## src/rtl/addsub_pkg.sv

```systemverilog
// addsub_pkg: shared width constants and the 22-bit result record for the add/sub result stage
package addsub_pkg;
  localparam int DATA_W = 16;
  localparam int CNT_W_DEF = 8;
  typedef struct packed {
    logic mode;
    logic n;
    logic z;
    logic v;
    logic b;
    logic c;
    logic [DATA_W-1:0] sum;
  } addsub_result_t;
endpackage

```

## src/rtl/addsub_result_stage_if.sv

```systemverilog
// addsub_result_stage_if: adder-side inputs, consumer handshake, result/flag outputs and overflow counter; slave = stage, master = driver
interface addsub_result_stage_if #(
  parameter int DATA_W = 16,
  parameter int CNT_W = 8
);
  logic in_valid, in_ready, mode, cout;
  logic [DATA_W-1:0] a, b, sum;
  logic out_valid, out_ready, out_mode, out_c, out_b, out_v, out_z, out_n;
  logic [DATA_W-1:0] out_sum;
  logic clr_cnt;
  logic [CNT_W-1:0] ovf_cnt;
  modport slave (
    input in_valid, a, b, mode, sum, cout, out_ready, clr_cnt,
    output in_ready, out_valid, out_sum, out_mode, out_c, out_b, out_v, out_z, out_n, ovf_cnt
  );
  modport master (
    output in_valid, a, b, mode, sum, cout, out_ready, clr_cnt,
    input in_ready, out_valid, out_sum, out_mode, out_c, out_b, out_v, out_z, out_n, ovf_cnt
  );
endinterface

```

## src/rtl/addsub_skid2.sv

```systemverilog
// addsub_skid2: 2-entry FIFO skid buffer of addsub_result_t (in_valid_i/in_ready_o/in_data_i -> out_valid_o/out_ready_i/out_data_o), async reset clears storage
module addsub_skid2
  import addsub_pkg::*;
(
  input  logic           clk,
  input  logic           rst,
  input  logic           in_valid_i,
  output logic           in_ready_o,
  input  addsub_result_t in_data_i,
  output logic           out_valid_o,
  input  logic           out_ready_i,
  output addsub_result_t out_data_o
);
  addsub_result_t mem_q [2];
  logic [1:0] count_q, count_d;
  logic head_q, tail_q, push, pop;
  assign in_ready_o  = ~count_q[1];
  assign out_valid_o = |count_q;
  assign out_data_o  = mem_q[head_q];
  assign push = in_valid_i & in_ready_o;
  assign pop  = out_valid_o & out_ready_i;
  always_comb count_d = count_q + 2'(push) - 2'(pop);
  always_ff @(posedge clk or posedge rst) begin
    if (rst) begin
      mem_q[0] <= '0;
      mem_q[1] <= '0;
      count_q  <= '0;
      head_q   <= 1'b0;
      tail_q   <= 1'b0;
    end else begin
      if (push) begin
        mem_q[tail_q] <= in_data_i;
        tail_q <= ~tail_q;
      end
      if (pop) head_q <= ~head_q;
      count_q <= count_d;
    end
  end
endmodule

```

## src/rtl/addsub_result_stage.sv

```systemverilog
// addsub_result_stage: flags {C,B,V,Z,N} from adder outputs, 2-deep skid buffer to consumer, saturating delivered-overflow count (clk, rst, bus)
module addsub_result_stage #(
  parameter int DATA_W = addsub_pkg::DATA_W,
  parameter int CNT_W  = addsub_pkg::CNT_W_DEF
) (
  input logic clk,
  input logic rst,
  addsub_result_stage_if.slave bus
);
  addsub_pkg::addsub_result_t in_rec, head_rec;
  logic [CNT_W-1:0] ovf_cnt_q, ovf_cnt_d;
  logic bm, pop;
  always_comb begin
    bm          = bus.b[DATA_W-1] ^ bus.mode;
    in_rec.mode = bus.mode;
    in_rec.n    = bus.sum[DATA_W-1];
    in_rec.z    = bus.sum == '0;
    in_rec.v    = (bus.a[DATA_W-1] == bm) & (bus.sum[DATA_W-1] != bus.a[DATA_W-1]);
    in_rec.b    = bus.mode & ~bus.cout;
    in_rec.c    = bus.cout;
    in_rec.sum  = bus.sum;
  end
  addsub_skid2 u_skid (
    .clk        (clk),
    .rst        (rst),
    .in_valid_i (bus.in_valid),
    .in_ready_o (bus.in_ready),
    .in_data_i  (in_rec),
    .out_valid_o(bus.out_valid),
    .out_ready_i(bus.out_ready),
    .out_data_o (head_rec)
  );
  assign pop = bus.out_valid & bus.out_ready;
  always_comb ovf_cnt_d = bus.clr_cnt ? '0 :
                          (pop & head_rec.v & ~&ovf_cnt_q) ? ovf_cnt_q + 1'b1 : ovf_cnt_q;
  always_ff @(posedge clk or posedge rst) begin
    if (rst) ovf_cnt_q <= '0;
    else ovf_cnt_q <= ovf_cnt_d;
  end
  assign bus.out_sum  = head_rec.sum;
  assign bus.out_mode = head_rec.mode;
  assign bus.out_c    = head_rec.c;
  assign bus.out_b    = head_rec.b;
  assign bus.out_v    = head_rec.v;
  assign bus.out_z    = head_rec.z;
  assign bus.out_n    = head_rec.n;
  assign bus.ovf_cnt  = ovf_cnt_q;
endmodule

```

## src/flat_wrapper.sv

```systemverilog
// flat-port wrapper written by rule: the top's interface ports become plain ports
module addsub_result_stage_flat 
#(
  parameter int DATA_W = addsub_pkg::DATA_W,
  parameter int CNT_W  = addsub_pkg::CNT_W_DEF
)
  (clk, rst, bus_in_valid, bus_a, bus_b, bus_mode, bus_sum, bus_cout, bus_out_ready, bus_clr_cnt, bus_in_ready, bus_out_valid, bus_out_sum, bus_out_mode, bus_out_c, bus_out_b, bus_out_v, bus_out_z, bus_out_n, bus_ovf_cnt);
  addsub_result_stage_if #(.DATA_W(DATA_W), .CNT_W(CNT_W)) bus_i ();
  input logic clk;
  input logic rst;
  input wire logic [$bits(bus_i.in_valid)-1:0] bus_in_valid;
  input wire logic [$bits(bus_i.a)-1:0] bus_a;
  input wire logic [$bits(bus_i.b)-1:0] bus_b;
  input wire logic [$bits(bus_i.mode)-1:0] bus_mode;
  input wire logic [$bits(bus_i.sum)-1:0] bus_sum;
  input wire logic [$bits(bus_i.cout)-1:0] bus_cout;
  input wire logic [$bits(bus_i.out_ready)-1:0] bus_out_ready;
  input wire logic [$bits(bus_i.clr_cnt)-1:0] bus_clr_cnt;
  output wire logic [$bits(bus_i.in_ready)-1:0] bus_in_ready;
  output wire logic [$bits(bus_i.out_valid)-1:0] bus_out_valid;
  output wire logic [$bits(bus_i.out_sum)-1:0] bus_out_sum;
  output wire logic [$bits(bus_i.out_mode)-1:0] bus_out_mode;
  output wire logic [$bits(bus_i.out_c)-1:0] bus_out_c;
  output wire logic [$bits(bus_i.out_b)-1:0] bus_out_b;
  output wire logic [$bits(bus_i.out_v)-1:0] bus_out_v;
  output wire logic [$bits(bus_i.out_z)-1:0] bus_out_z;
  output wire logic [$bits(bus_i.out_n)-1:0] bus_out_n;
  output wire logic [$bits(bus_i.ovf_cnt)-1:0] bus_ovf_cnt;
  assign bus_i.in_valid = bus_in_valid;
  assign bus_i.a = bus_a;
  assign bus_i.b = bus_b;
  assign bus_i.mode = bus_mode;
  assign bus_i.sum = bus_sum;
  assign bus_i.cout = bus_cout;
  assign bus_i.out_ready = bus_out_ready;
  assign bus_i.clr_cnt = bus_clr_cnt;
  assign bus_in_ready = bus_i.in_ready;
  assign bus_out_valid = bus_i.out_valid;
  assign bus_out_sum = bus_i.out_sum;
  assign bus_out_mode = bus_i.out_mode;
  assign bus_out_c = bus_i.out_c;
  assign bus_out_b = bus_i.out_b;
  assign bus_out_v = bus_i.out_v;
  assign bus_out_z = bus_i.out_z;
  assign bus_out_n = bus_i.out_n;
  assign bus_ovf_cnt = bus_i.ovf_cnt;
  addsub_result_stage #(.DATA_W(DATA_W), .CNT_W(CNT_W)) u_core (.clk(clk), .rst(rst), .bus(bus_i));
endmodule
```

## config.mk

```make
export PLATFORM = sky130hd
export DESIGN_NAME = addsub_result_stage_flat
export DESIGN_NICKNAME = d
export VERILOG_FILES = /design/src/rtl/addsub_pkg.sv /design/src/rtl/addsub_result_stage_if.sv /design/src/rtl/addsub_skid2.sv /design/src/rtl/addsub_result_stage.sv /design/src/flat_wrapper.sv
export SDC_FILE = /design/constraint.sdc
export NUM_CORES = 1
export LEC_CHECK = 0
export ABC_AREA = 1
export CORE_MARGIN = 1
export CORE_UTILIZATION = 46
export DETAILED_ROUTE_END_ITERATION = 16
export GPL_ROUTABILITY_DRIVEN = 0
export PLACE_DENSITY_LB_ADDON = 0.15
export SLEW_MARGIN = 20
export SYNTH_ARGS = -nofsm -noshare
export SYNTH_HDL_FRONTEND = slang
export SYNTH_SLANG_ARGS = --single-unit
```

## constraint.sdc

```tcl
create_clock -name clk -period 2.6 [get_ports clk]
set_clock_uncertainty 0.2 [all_clocks]
set_input_delay 0.52 -clock clk [delete_from_list [all_inputs] [get_ports clk]]
set_output_delay 0.52 -clock clk [all_outputs]
set_load 0.05 [all_outputs]
```

# After elaboration in Yosys (flattened, before gate mapping)
# Index checks and enable logic that the tools add are counted.
dict set report classes {
  addsub 3
  order_cmp 3
  n_eq_ne 2
  muxes 8
  bitwise_logic 13
  n_reduce_logical 6
}
# op n
set ops {}
lappend ops {{$mux 22} 4}
lappend ops {{$bwmux 44} 1}
lappend ops {{$demux 22 s1} 1}
lappend ops {{$logic_not 16->1} 1}
lappend ops {{$mux 8} 2}
lappend ops {{$add 8x1->8 const B} 1}
lappend ops {{$reduce_and 8->1} 1}
lappend ops {{$and 1x1->1} 6}
lappend ops {{$ge 2x2->1 const B} 2}
lappend ops {{$not 1->1} 4}
lappend ops {{$not 1->2} 2}
lappend ops {{$add 2x1->2} 1}
lappend ops {{$lt 2x1->1 const B} 1}
lappend ops {{$reduce_bool 2->1} 1}
lappend ops {{$reduce_or 2->1} 1}
lappend ops {{$sub 2x1->2} 1}
lappend ops {{$eq 1x1->1} 1}
lappend ops {{$logic_and 1x1->1} 1}
lappend ops {{$logic_not 1->1} 1}
lappend ops {{$ne 1x1->1} 1}
lappend ops {{$xor 1x1->1} 1}
dict set report totals {
  register_bits 56
  input_bits 55
  output_inout_bits 32
  elab_cells 53
}

# Logic depth before layout (Yosys ltp)
dict set report depth {
  word_depth 8
  mapped_depth 9
  depth_no_buf 8
}

# Modules after synthesis
# From an unflattened synthesis, not the netlist that was laid out.
dict set report hier_totals {
  cells_unflattened 345
  hier_area_um2 2793.9
}
# mod instances cells_per_inst area_each_um2 seq_area_each_um2
set by_module_without_submodules {}
lappend by_module_without_submodules {addsub_skid2 1 258 2199.6 1201.2}
lappend by_module_without_submodules {addsub_result_stage 1 87 594.3 200.2}

# Worst setup path before layout
# OpenSTA, ideal clock, no wires.
dict set report synth_timing {
  path_type {reg2out}
  from {reg u_core.u_skid.head_q}
  to {out bus_out_sum[15]}
  arrival_time_ps 2197
  required_ps 1880
  setup_slack_ps -317
  stages_incl_launch_ff 5
  path_buffers 3
  path_cell_list {dfrtp_1 > buf_6 > clkbuf_1 > o21ai_0 > buf_4}
}
dict set report synth_between {
  elab_chain_len 4
}
# item line_no
set synth_lines {}
lappend synth_lines {{start: declaration} addsub_skid2.sv:16} ;# logic head_q, tail_q, push, pop;
lappend synth_lines {{start signal: assignment} addsub_skid2.sv:35} ;# if (pop) head_q <= ~head_q;
lappend synth_lines {{$not 1->2 (implied by the code)} addsub_skid2.sv:19} ;# assign out_data_o = mem_q[head_q];
lappend synth_lines {{$mux 22 (implied by the code) (3 in a row)} addsub_skid2.sv:19}
lappend synth_lines {{end: declaration} flat_wrapper.sv:21} ;# output wire logic [$bits(bus_i.out_sum)-1:0] bus_out_sum;
# No other way between the ends. The select of a mux whose other input is x is not followed.

# Worst setup path in the final report
dict set report layout_timing {
  from {reg u_core.u_skid.count_q[1]}
  to {out bus_out_valid}
}
dict set report layout_between {
  elab_chain_len 1
}
# item line_no
set layout_lines {}
lappend layout_lines {{start: declaration} addsub_skid2.sv:15} ;# logic [1:0] count_q, count_d;
lappend layout_lines {{start signal: assignment} addsub_skid2.sv:36} ;# count_q <= count_d;
lappend layout_lines {{$reduce_or 2->1} addsub_skid2.sv:18} ;# assign out_valid_o = |count_q;
lappend layout_lines {{end: declaration} flat_wrapper.sv:20} ;# output wire logic [$bits(bus_i.out_valid)-1:0] bus_out_valid;
# No other way between the ends.

==> reports/summary.txt <==
Layout fillers = 468
core area = 0.00551 mm2
power density cells = 1300 mW/mm2
fin crit share = 94.4%
fin crit period = 2.45 ns
met2 usage in global routing = 34.6%
DR WL/cell = 11.6 um
Worst R2R Path Depth = 9
Syn Area/Cell = 7.86 um2
M3 GR Usage = 3.88%
Setup Fix Bufs, Post-CTS = 0
grt peak-use layer = met2
relative slew slack = 66.9%
drt pass-1 iters = 4
number of CTS-inserted buffers = 5
Comb power frac = 61.5%
HP Class = flip-flop to flip-flop
Synth Register Bits = 54
Clk pwr share = 10.1%
final max-slew violation count = 0
status = completed
CTS sink cnt = 54
IO buf count = 56
Setup Crit Path Kind = flip-flop to primary output
Buf/Inv on CP = 2
Hold EP = u_core.u_skid.mem_q[2]
met1 usage = 26.4%
Sw Ratio = 45.1%
Tot Pwr = 4.64 mW
largest net degree at the start of global routing = 55
DP Wirelength = 3780 um
standard-cell rows = 27
Mapped Area = 0.00264 mm2
Synth Warn # = 0
Die X = 77.8 um
Root Driver = clkbuf_8
Non-Filler Instances = 463
number of global-route vias before repair = 2227
cts repair resizes = 0
register area = 0.00135 mm2
Distinct cells, synth = 24
Final #Nets = 447
fmax = 408 MHz
most frequent cells in the layout = 109 x nand2_1, 54 x dfrtp_1, 53 x o21ai_0
Top Ports = 87
WP data required = 1.88 ns
critical path launch point type = flip-flop
Die Footprint = 0.00605 mm2
final hold slack = 0.294 ns
hold path depth = 2
R2R Path End = u_core.bus.ovf_cnt[0]
# diodes = 0
final wirelength = 5390 um
CTS H-tree depth = 2
reg-to-reg startpoint = u_core.u_skid.head_q
antenna violations before repair = 0
setup TNS = 0 ns
CTS Hold Bufs = 0
Max IR drop VDD = 0.817 mV
drc violations = 0
Post-Syn Nets = 393
Longest Clk Path Bufs = 2
CP max stage cell = clkdlybuf4s50_1
Die Height = 77.8 um
MaxCap Viol Count = 0
worst slew pin tran = 0.495 ns
fin util = 64.8%
layout cell share with drive strength beyond 1 = 11.3%
Total GRT Usage = 20.1%
RSZ-0062 raised after global routing = false
Seq pwr share = 28.5%
CTS tree = done
Cell Count Post-Placement = 455
Via Count = 2279
commonest non-fill, non-tap cell in the layout = nand2_1
global-route wire length before repair = 9730 um
Initial Util = 47.9%
Sw Pwr = 2.09 mW
cells after synthesis = 336
CP endpoint kind = primary output
hold_sp = u_core.u_skid.mem_q[2]
sequential fraction of the synthesis area = 51.2%
total gr overflow = 0
antenna-violating nets left = 0
synth-to-layout area growth = 35.2%
top cell family by delay on the critical path = buffers and inverters
crit path cell chain = nor2_1 > inv_1 > clkdlybuf4s50_1
Crit Path Max Fanout = 5
initial DRC count = 159
Hold Vio Cnt, Final = 0
later-pin clock latency in the skew report = 0.30 ns
Leak Pwr = 1.74 nW
final setup fails = 0
Vias per Instance = 4.92
Worst-path clk slew = 0.09 ns
area of the multi-input gates = 0.00102 mm2
Max stage delay on crit path = 0.70 ns
Int Pwr = 2.55 mW
R2R Setup Slk = 0.88 ns
Critical Path AT = 1.73 ns
-- cells in the mapped netlist --
library cell  number  share of area, %
nand2_2            2              0.47
buf_2              2              0.38
nor2_4             2              0.85
inv_6              1              0.33
buf_4              2              0.57
ha_1               2              0.95
nand3_1           17               3.2
nand4_1            5               1.2
o21ai_0           54                10
o21ai_1            5              0.95
buf_6              2              0.85
o31ai_2            1              0.47
clkbuf_1           6              0.85
nor2_1            10               1.4
o21bai_1           1              0.28
a21oi_1            1              0.19
clkbuf_2           1              0.19
inv_2              2              0.28
nor2_2             2              0.47
nand2_1          109                15
xor2_1             6               2.0
xnor2_1            1              0.33
dfrtp_1           54                51
inv_1             48               6.8
-- kinds of logic (layout without fill, tap and decap cells) --
| logic type | after synthesis | in the layout | share of synthesized area, % |
|---|---|---|---|
| AND/OR/NAND/NOR | 147 | 147 | 23.1 |
| buffers and inverters | 64 | 119 | 10.3 |
| AO/OA/AOI/OAI | 62 | 62 | 12.1 |
| flip-flops | 54 | 54 | 51.2 |
| XOR/XNOR | 7 | 7 | 2.32 |
| adder cells (fa/ha/maj) | 2 | 2 | 0.948 |
-- worst max-delay path by stage --
stage,startpoint,endpoint,depth (start not counted)
floorplan,u_core.u_skid.head_q,bus_out_b,3
global placement,u_core.u_skid.count_q[1],bus_out_valid,3
detailed placement,bus_in_valid,u_core.u_skid.mem_q[40],7
CTS,u_core.u_skid.count_q[1],bus_out_valid,3
global route,u_core.u_skid.count_q[1],bus_out_valid,3
finish,u_core.u_skid.count_q[1],bus_out_valid,3
-- layer usage --
metal,up-vias,routed length (um)
met1,1081,2480
met5,-,0
met3,2,230
met2,47,2670
met4,0,10
li1,1149,-
-- registers in the layout, summed over array words and instances (netlist names) --
name,count
u_core.u_skid.head_q,1
u_core.u_skid.tail_q,1
u_core.u_skid.count_q,2
u_core.u_skid.mem_q,42
u_core.bus.ovf_cnt,8
-- tightest hold or removal path, cell delays in order (launching register included) --
cell	delay, ns
dfrtp_1	0.35
nand2_1	0.05
o21ai_0	0.06
-- per-stage QoR --
step | area [um2] | worst slack (ns)
floorplan | 2640 | 0.110
global placement | 3480 | 0.485
detailed placement | 3480 | 0.468
CTS | 3570 | 0.134
global route | 3570 | 0.0499
finish | 3570 | 0.147
-- power by group through the flow --
stage / clock network, mW / logic (mW) / registers (mW)
after global routing: 0.524 / 3.07 / 1.36
final: 0.468 / 2.85 / 1.32
after floorplan: 0 / 1.65 / 1.33
after CTS: 0.492 / 2.88 / 1.32
after detailed placement: 0 / 2.87 / 1.34
after global placement: 0 / 2.84 / 1.32
-- layout make-up --
cell class,instances,area share (%)
sequential,54,37.9
multi-input combinational,218,28.5
timing repair buffer,60,23.1
inverter,51,5.50
tap,72,2.52
clock buffer,7,2.42
clock inverter,1,0.140
(Power assumes the default switching activity.)
==> patch 1 (config.mk and constraints unchanged) <==
`CNT_W_DEF`: 8 -> 6.
--- a/src/rtl/addsub_pkg.sv
+++ b/src/rtl/addsub_pkg.sv
@@ -3,3 +3,3 @@
   localparam int DATA_W = 16;
-  localparam int CNT_W_DEF = 8;
+  localparam int CNT_W_DEF = 6;
   typedef struct packed {
Interface: changed (resized bus_ovf_cnt); port bits go from 87 to 85. No check against the original RTL was run, so the function may have changed too.
==> patch 1 against the unedited design <==
- via count shrank 8.9%
- largest power group unchanged
- die area shrank 4.2%
- first-iteration DRC count shrank 11%
- total power shrank 2.3%
- area after synthesis shrank 4.4%
- sequential cell count shrank 2
- clock power shrank 7.5%
- wire length shrank 6.2%
- cell area shrank 5.7%
- combinational power shrank 2%
- setup slack gained 0.050 ns
- non-clock buffer count shrank 1
- critical endpoint unchanged
==> patch 1: results (changes against the unedited design) <==
The run finished with clean final reports. Ranked by instance count, the synthesized netlist is headed by 102 x nand2_1, 52 x dfrtp_1, 41 x inv_1, 32 x o21ai_0, 22 x o21ai_1. Following the worst setup path forward leads to its endpoint at bus_out_valid. The maximum net fanout on the critical path is 3 (-2). The final net count is 419 (-6.3%). The async set or reset register ratio after synthesis came out at 1.00 (unchanged). The number of distinct standard cells referenced by the synthesized netlist came out at 27 (+13%). The leakage power was 0.00164 µW (-5.4%). The synthesized net count is 366 (-6.9%). The total vias in the final route is 2076 (-8.9%). The clock transition time at the flip-flop clock pins of the worst setup and hold paths is 0.09 ns (about the same).

The number of flip-flops under the largest register name came out at 42 (unchanged). The count of inserted antenna diode cells was 0 (unchanged). The detailed placement HPWL is 3620 µm (-4.3%). The deepest level of the CTS H-tree came out at 2 (unchanged). After synthesis, the cell types taking the most area are dfrtp_1 52%, nand2_1 15%, o21ai_0 6.3%. The number of buffers on the longest clock path is 2 (unchanged). The worst-margin pin slew came out at 0.506 ns (+0.0112 ns). The number of search-and-repair iterations in the first detailed-routing pass came out at 4 (unchanged). In this run the critical register-to-register path is captured at u_core.bus.ovf_cnt[4]$_DFFE_PP0P_. The wire length of the first global-routing pass is 9040 µm (-7.1%).

The register-to-register path setup slack is 0.94 ns (+0.06 ns). The largest voltage drop on the vdd net came out at 0.755 mV (-7.6%). The min-delay analysis places its worst path in the category reg2reg. The number of gates resized after cts is 0 (unchanged). The number of global-route vias before repair came out at 2031 (-8.8%). The count of input and output buffers is 54 (-3.6%). The proportion of synthesized chip area in sequential cells is 0.515 (+0.00351).

The latest clock arrival within the worst-skew pair came out at 0.30 ns (about the same). The first-iteration detailed-routing DRC count came out at 141 (-11%). The total routing resource utilization after global routing came out at 0.196 (-0.00555).

The number of antenna violations at the first check in global routing came out at 0 (unchanged). The post-CTS setup buffer count came out at 0 (unchanged). The data arrival at the endpoint of the critical path came out at 1.68 ns (-0.05 ns). For this run, the leading register cell type out of synthesis is dfrtp_1. The count of yosys warnings during synthesis came out at 0 (unchanged). The pin count of the biggest net entering global routing is 53 (-3.6%). The number of cells traversed by the worst hold path came to 2 (unchanged). The fraction of final layout cells with drive strength greater than 1 is 0.141 (+0.0284). The net switching power is 2110 µW (+0.66%). Ranked by flip-flop count, first place goes to u_core.u_skid.mem_q.

The routed wire length per instance came to 11.7 µm (+0.58%). The number of fill cells in the layout was 460 (-1.7%). The worst-case reg-to-reg path depth is 9 (unchanged). In this run the critical register-to-register path is launched from u_core.u_skid.head_q$_DFFE_PP0P_. The CTS buffer count is 5 (unchanged).

In this run the worst setup path begins at u_core.u_skid.count_q[1]$_DFF_PP0_.
patch 1: area by class of cell:
| cell class | instances | area share |
|---|---|---|
| clock buffer | 6 | 0.0216 |
| clock inverter | 1 | 0.00149 |
| inverter | 45 | 0.0502 |
| multi-input combinational | 199 | 0.292 |
| sequential | 52 | 0.387 |
| tap | 70 | 0.0260 |
| timing repair buffer | 59 | 0.222 |
patch 1: power groups by stage:
stage / clock, µW / sequential (µW) / combinational [µW]
final: 433 / 1310 / 2800
after floorplan: 0 / 1320 / 1690
after global placement: 0 / 1310 / 2780
after global routing: 476 / 1350 / 2990
after CTS: 451 / 1310 / 2820
after detailed placement: 0 / 1320 / 2810
patch 1: critical path: stages, from the launching register on:
cell and delay [ns]:
dfrtp_1 0.43, nor2_2 0.21, inv_1 0.06, clkdlybuf4s50_1 0.70
patch 1: layer usage:
metal / global-route usage / routed length (µm) / vias up / part of all wire
li1: - / - / 1067 / -
met1: 0.262 / 2390 / 953 / 0.47
met2: 0.316 / 2420 / 54 / 0.48
met3: 0.0491 / 229 / 2 / 0.045
met4: 0.0538 / 21 / 0 / 0.0041
met5: 0 / 0 / - / 0
patch 1: logic make-up (layout without fill, tap and decap cells):
group,count (synthesis),after routing,synth area share
simple gates,134,134,0.241
compound gates,58,58,0.120
buf+inv,58,111,0.0961
flops,52,52,0.515
xor+xnor,5,5,0.0173
fa+ha+maj,2,2,0.00991
patch 1: worst min path at each step:
stage / from / endpoint / slack (ns)
after detailed placement: u_core.u_skid.mem_q[40]$_DFFE_PP0P_ / u_core.u_skid.mem_q[40]$_DFFE_PP0P_ / 0.27
after CTS: u_core.u_skid.mem_q[40]$_DFFE_PP0P_ / u_core.u_skid.mem_q[40]$_DFFE_PP0P_ / 0.29
after global routing: u_core.u_skid.mem_q[22]$_DFFE_PP0P_ / u_core.u_skid.mem_q[22]$_DFFE_PP0P_ / 0.31
final: u_core.u_skid.mem_q[41]$_DFFE_PP0P_ / u_core.u_skid.mem_q[41]$_DFFE_PP0P_ / 0.29
after floorplan: u_core.u_skid.mem_q[40]$_DFFE_PP0P_ / u_core.u_skid.mem_q[40]$_DFFE_PP0P_ / 0.25
after global placement: u_core.u_skid.mem_q[41]$_DFFE_PP0P_ / u_core.u_skid.mem_q[41]$_DFFE_PP0P_ / 0.26
patch 1: through the flow:
stage,area [µm²],worst slack (ns),hold slack (ns),cells,total power [µW]
2_1_floorplan,2520,0.0846,0.249,309,3010
3_3_place_gp,3290,0.554,0.264,425,4090
3_5_place_dp,3290,0.523,0.266,425,4140
4_1_cts,3360,0.181,0.291,432,4580
5_1_grt,3360,0.105,0.315,432,4820
6_report,3360,0.197,0.290,432,4540
==> patch 2 (same flow settings) <==
Without the edit above. Make the reset (`rst`) synchronous in 2 clocked blocks. Comments in the files are not updated.
--- a/src/rtl/addsub_skid2.sv
+++ b/src/rtl/addsub_skid2.sv
@@ -22,3 +22,3 @@
   always_comb count_d = count_q + 2'(push) - 2'(pop);
-  always_ff @(posedge clk or posedge rst) begin
+  always_ff @(posedge clk) begin
     if (rst) begin
--- a/src/rtl/addsub_result_stage.sv
+++ b/src/rtl/addsub_result_stage.sv
@@ -35,3 +35,3 @@
                           (pop & head_rec.v & ~&ovf_cnt_q) ? ovf_cnt_q + 1'b1 : ovf_cnt_q;
-  always_ff @(posedge clk or posedge rst) begin
+  always_ff @(posedge clk) begin
     if (rst) ovf_cnt_q <= '0;
Behaviour: differs if rst is asserted again (counterexample within 4 cycles, from zero or initial values and one cycle with rst high); with rst held inactive, the same outputs for 10 cycles.
==> patch 2 against the unedited design <==
- cell area shrank 4.0%
- sequential cell count grew 1
- sequential share of layout area grew 6.5 points
- die area grew 3.3%
- wire length shrank 2.6%
- core utilization shrank 3.7 points
- area after synthesis grew 3.4%
- setup slack gained 0.023 ns
- fmax grew 0.96%
- highest routed layer unchanged
Power is not compared: it rests on default switching activity, and its combinational part moved more than twofold at a synthesized area within 25%.
==> patch 2: results (changes against the unedited design) <==
The worst-margin pin slew came out at 0.502 ns (+0.00753 ns). After synthesis, the cell types taking the most area are edfxtp_1 46%, nand2_1 13%, dfxtp_1 9.5%. The min-delay analysis places its worst path in the category reg2reg. The proportion of synthesized chip area in sequential cells came to 0.557 (+0.0454). The final net count came out at 426 (-4.7%). The synthesized net count is 366 (-6.9%). Among cell families on the critical path, the largest total delay comes from buffers and inverters. The number of cells traversed by the worst hold path came out at 1 (-1).

The number of gates resized after cts is 0 (unchanged). The total routing resource utilization after global routing is 0.185 (-0.0158). The deepest level of the CTS H-tree is 2 (unchanged). The detailed placement HPWL came out at 3600 µm (-4.8%). The number of synthesized flops with an enable pin came out at 42 (+42).

The count of yosys warnings during synthesis is 0 (unchanged). The flow ran to the end, and the final reports show no timing, DRC or antenna violations. Clock latency on the worst-skew pair, taken at its later pin, is about 0.31 ns. The count of input and output buffers came out at 56 (unchanged). The post-synthesis instance total is 309 (-8.0%). The data arrival at the endpoint of the critical path came out at 1.71 ns (-0.02 ns).

The register bank with the most flops is u_core.u_skid.mem_q. The pin count of the biggest net entering global routing came out at 23 (-58%). The CTS buffer count came out at 5 (unchanged). The worst stage delay on the critical path came out at 0.79 ns (+0.09 ns). The first-iteration detailed-routing DRC count came out at 142 (-11%). The number of flip-flops under the largest register name is 42 (unchanged). The largest voltage drop on the vdd net came out at between 0.4 and 0.5 mV. The number of distinct standard cells referenced by the synthesized netlist was 28 (+17%). The number of antenna violations at the first check in global routing is 0 (unchanged). The count of inserted antenna diode cells was 0 (unchanged). The number of buffers on the longest clock path is 2 (unchanged). The post-CTS setup buffer count came out at 0 (unchanged). The number of standard cells in the final layout excluding fillers came out at 442 (-4.5%). The worst-case reg-to-reg path depth came out at 6 (-3).

Among all stages on the critical path, the largest delay is contributed by clkdlybuf4s50_1. The detail-routed via count per cell was 4.74 (-3.7%). The wire length of the first global-routing pass came out at 8900 µm (-8.5%). The clock tree root buffer cell is clkbuf_8. The number of search-and-repair iterations in the first detailed-routing pass is 5 (+1). The number of global-route vias before repair is 1972 (-11%).

The commonest cells after synthesis are 93 x nand2_1, 42 x edfxtp_1, 39 x inv_1, 36 x nor2_1, 22 x nor2_2. The routed wire length per instance is 11.9 µm (+2.0%). The leakage power is ~0.0015 µW. The clock transition time at the flip-flop clock pins of the worst setup and hold paths was 0.09 ns (about the same). The async set or reset register ratio after synthesis came to 0 (-1.00). The fraction of final layout cells with drive strength greater than 1 was 0.192 (+0.0794). The maximum net fanout on the critical path is 5 (unchanged).
==> patch 2: cell count changes after synthesis, moves of 3 or more <==
| cell | change |
|---|---|
| xor2_1 | -4 |
| a21oi_1 | +7 |
| o21ai_0 | -52 |
| nor3_1 | +3 |
| inv_1 | -9 |
| dfrtp_1 | -54 |
| edfxtp_1 | +42 |
| nand3_1 | -5 |
| nand2_1 | -16 |
| nor2_1 | +26 |
| nor2_2 | +20 |
| dfxtp_1 | +13 |
==> patch 2: logic make-up after synthesis <==
| kind of cell | Yosys count | synth area share |
|---|---|---|
| buffers and inverters | 51 | 0.0784 |
| AOI/OAI and AO/OA | 15 | 0.0298 |
| xor gates and xnor gates | 3 | 0.00963 |
| and+or+nand+nor | 183 | 0.316 |
| DFF | 55 | 0.557 |
| adders and majority gates | 2 | 0.00916 |
==> patch 2: layout make-up <==
cell class	count	area, µm²
Fill cell	498	2180
Multi-Input combinational cell	203	995
Clock inverter	3	15.0
Tap cell	72	90.1
Clock buffer	5	68.8
Sequential cell	55	1520
Inverter	41	154
Timing Repair Buffer	63	583
==> patch 2: final timing paths <==
path	from	end	slack, ns
max	u_core.u_skid.count_q[1]$_SDFF_PP0_	bus_out_valid	0.17
min reg2reg	u_core.u_skid.head_q$_SDFFE_PP0P_	u_core.u_skid.head_q$_SDFFE_PP0P_	0.27
max reg2reg	u_core.bus.ovf_cnt[0]$_SDFFE_PP0P_	u_core.bus.ovf_cnt[6]$_SDFFE_PP0P_	0.96
min	u_core.u_skid.head_q$_SDFFE_PP0P_	u_core.u_skid.head_q$_SDFFE_PP0P_	0.27
==> patch 2: layer usage <==
metal | GRT usage | wire (µm)
met5 | 0 | 0
met1 | 0.252 | 2490
met3 | 0.0345 | 264
met2 | 0.298 | 2430
met4 | 0.0600 | 69
==> patch 2: per-stage QoR <==
stage | setup WS, ns | instance area, µm²
4_1_cts | 0.147 | 3430
3_3_place_gp | 0.422 | 3340
6_report | 0.170 | 3430
5_1_grt | 0.0771 | 3430
2_1_floorplan | 0.486 | 2730
3_5_place_dp | 0.391 | 3340
==> patch 2: power breakdown <==
group | total (µW) | switching (µW) | internal [µW]
logic | 1140 | 809 | 331
clock network | 453 | 269 | 184
registers | 1110 | 48.0 | 1060
==> patch 2: worst reg2reg max path: cells and delay by family, from the launching register on <==
family | cells | cell delay [ns]
DFF | 1 | 0.43
and+or+nand+nor | 3 | 0.41
adders and majority gates | 1 | 0.28
AOI/OAI and AO/OA | 1 | 0.12
buffers and inverters | 1 | 0.11
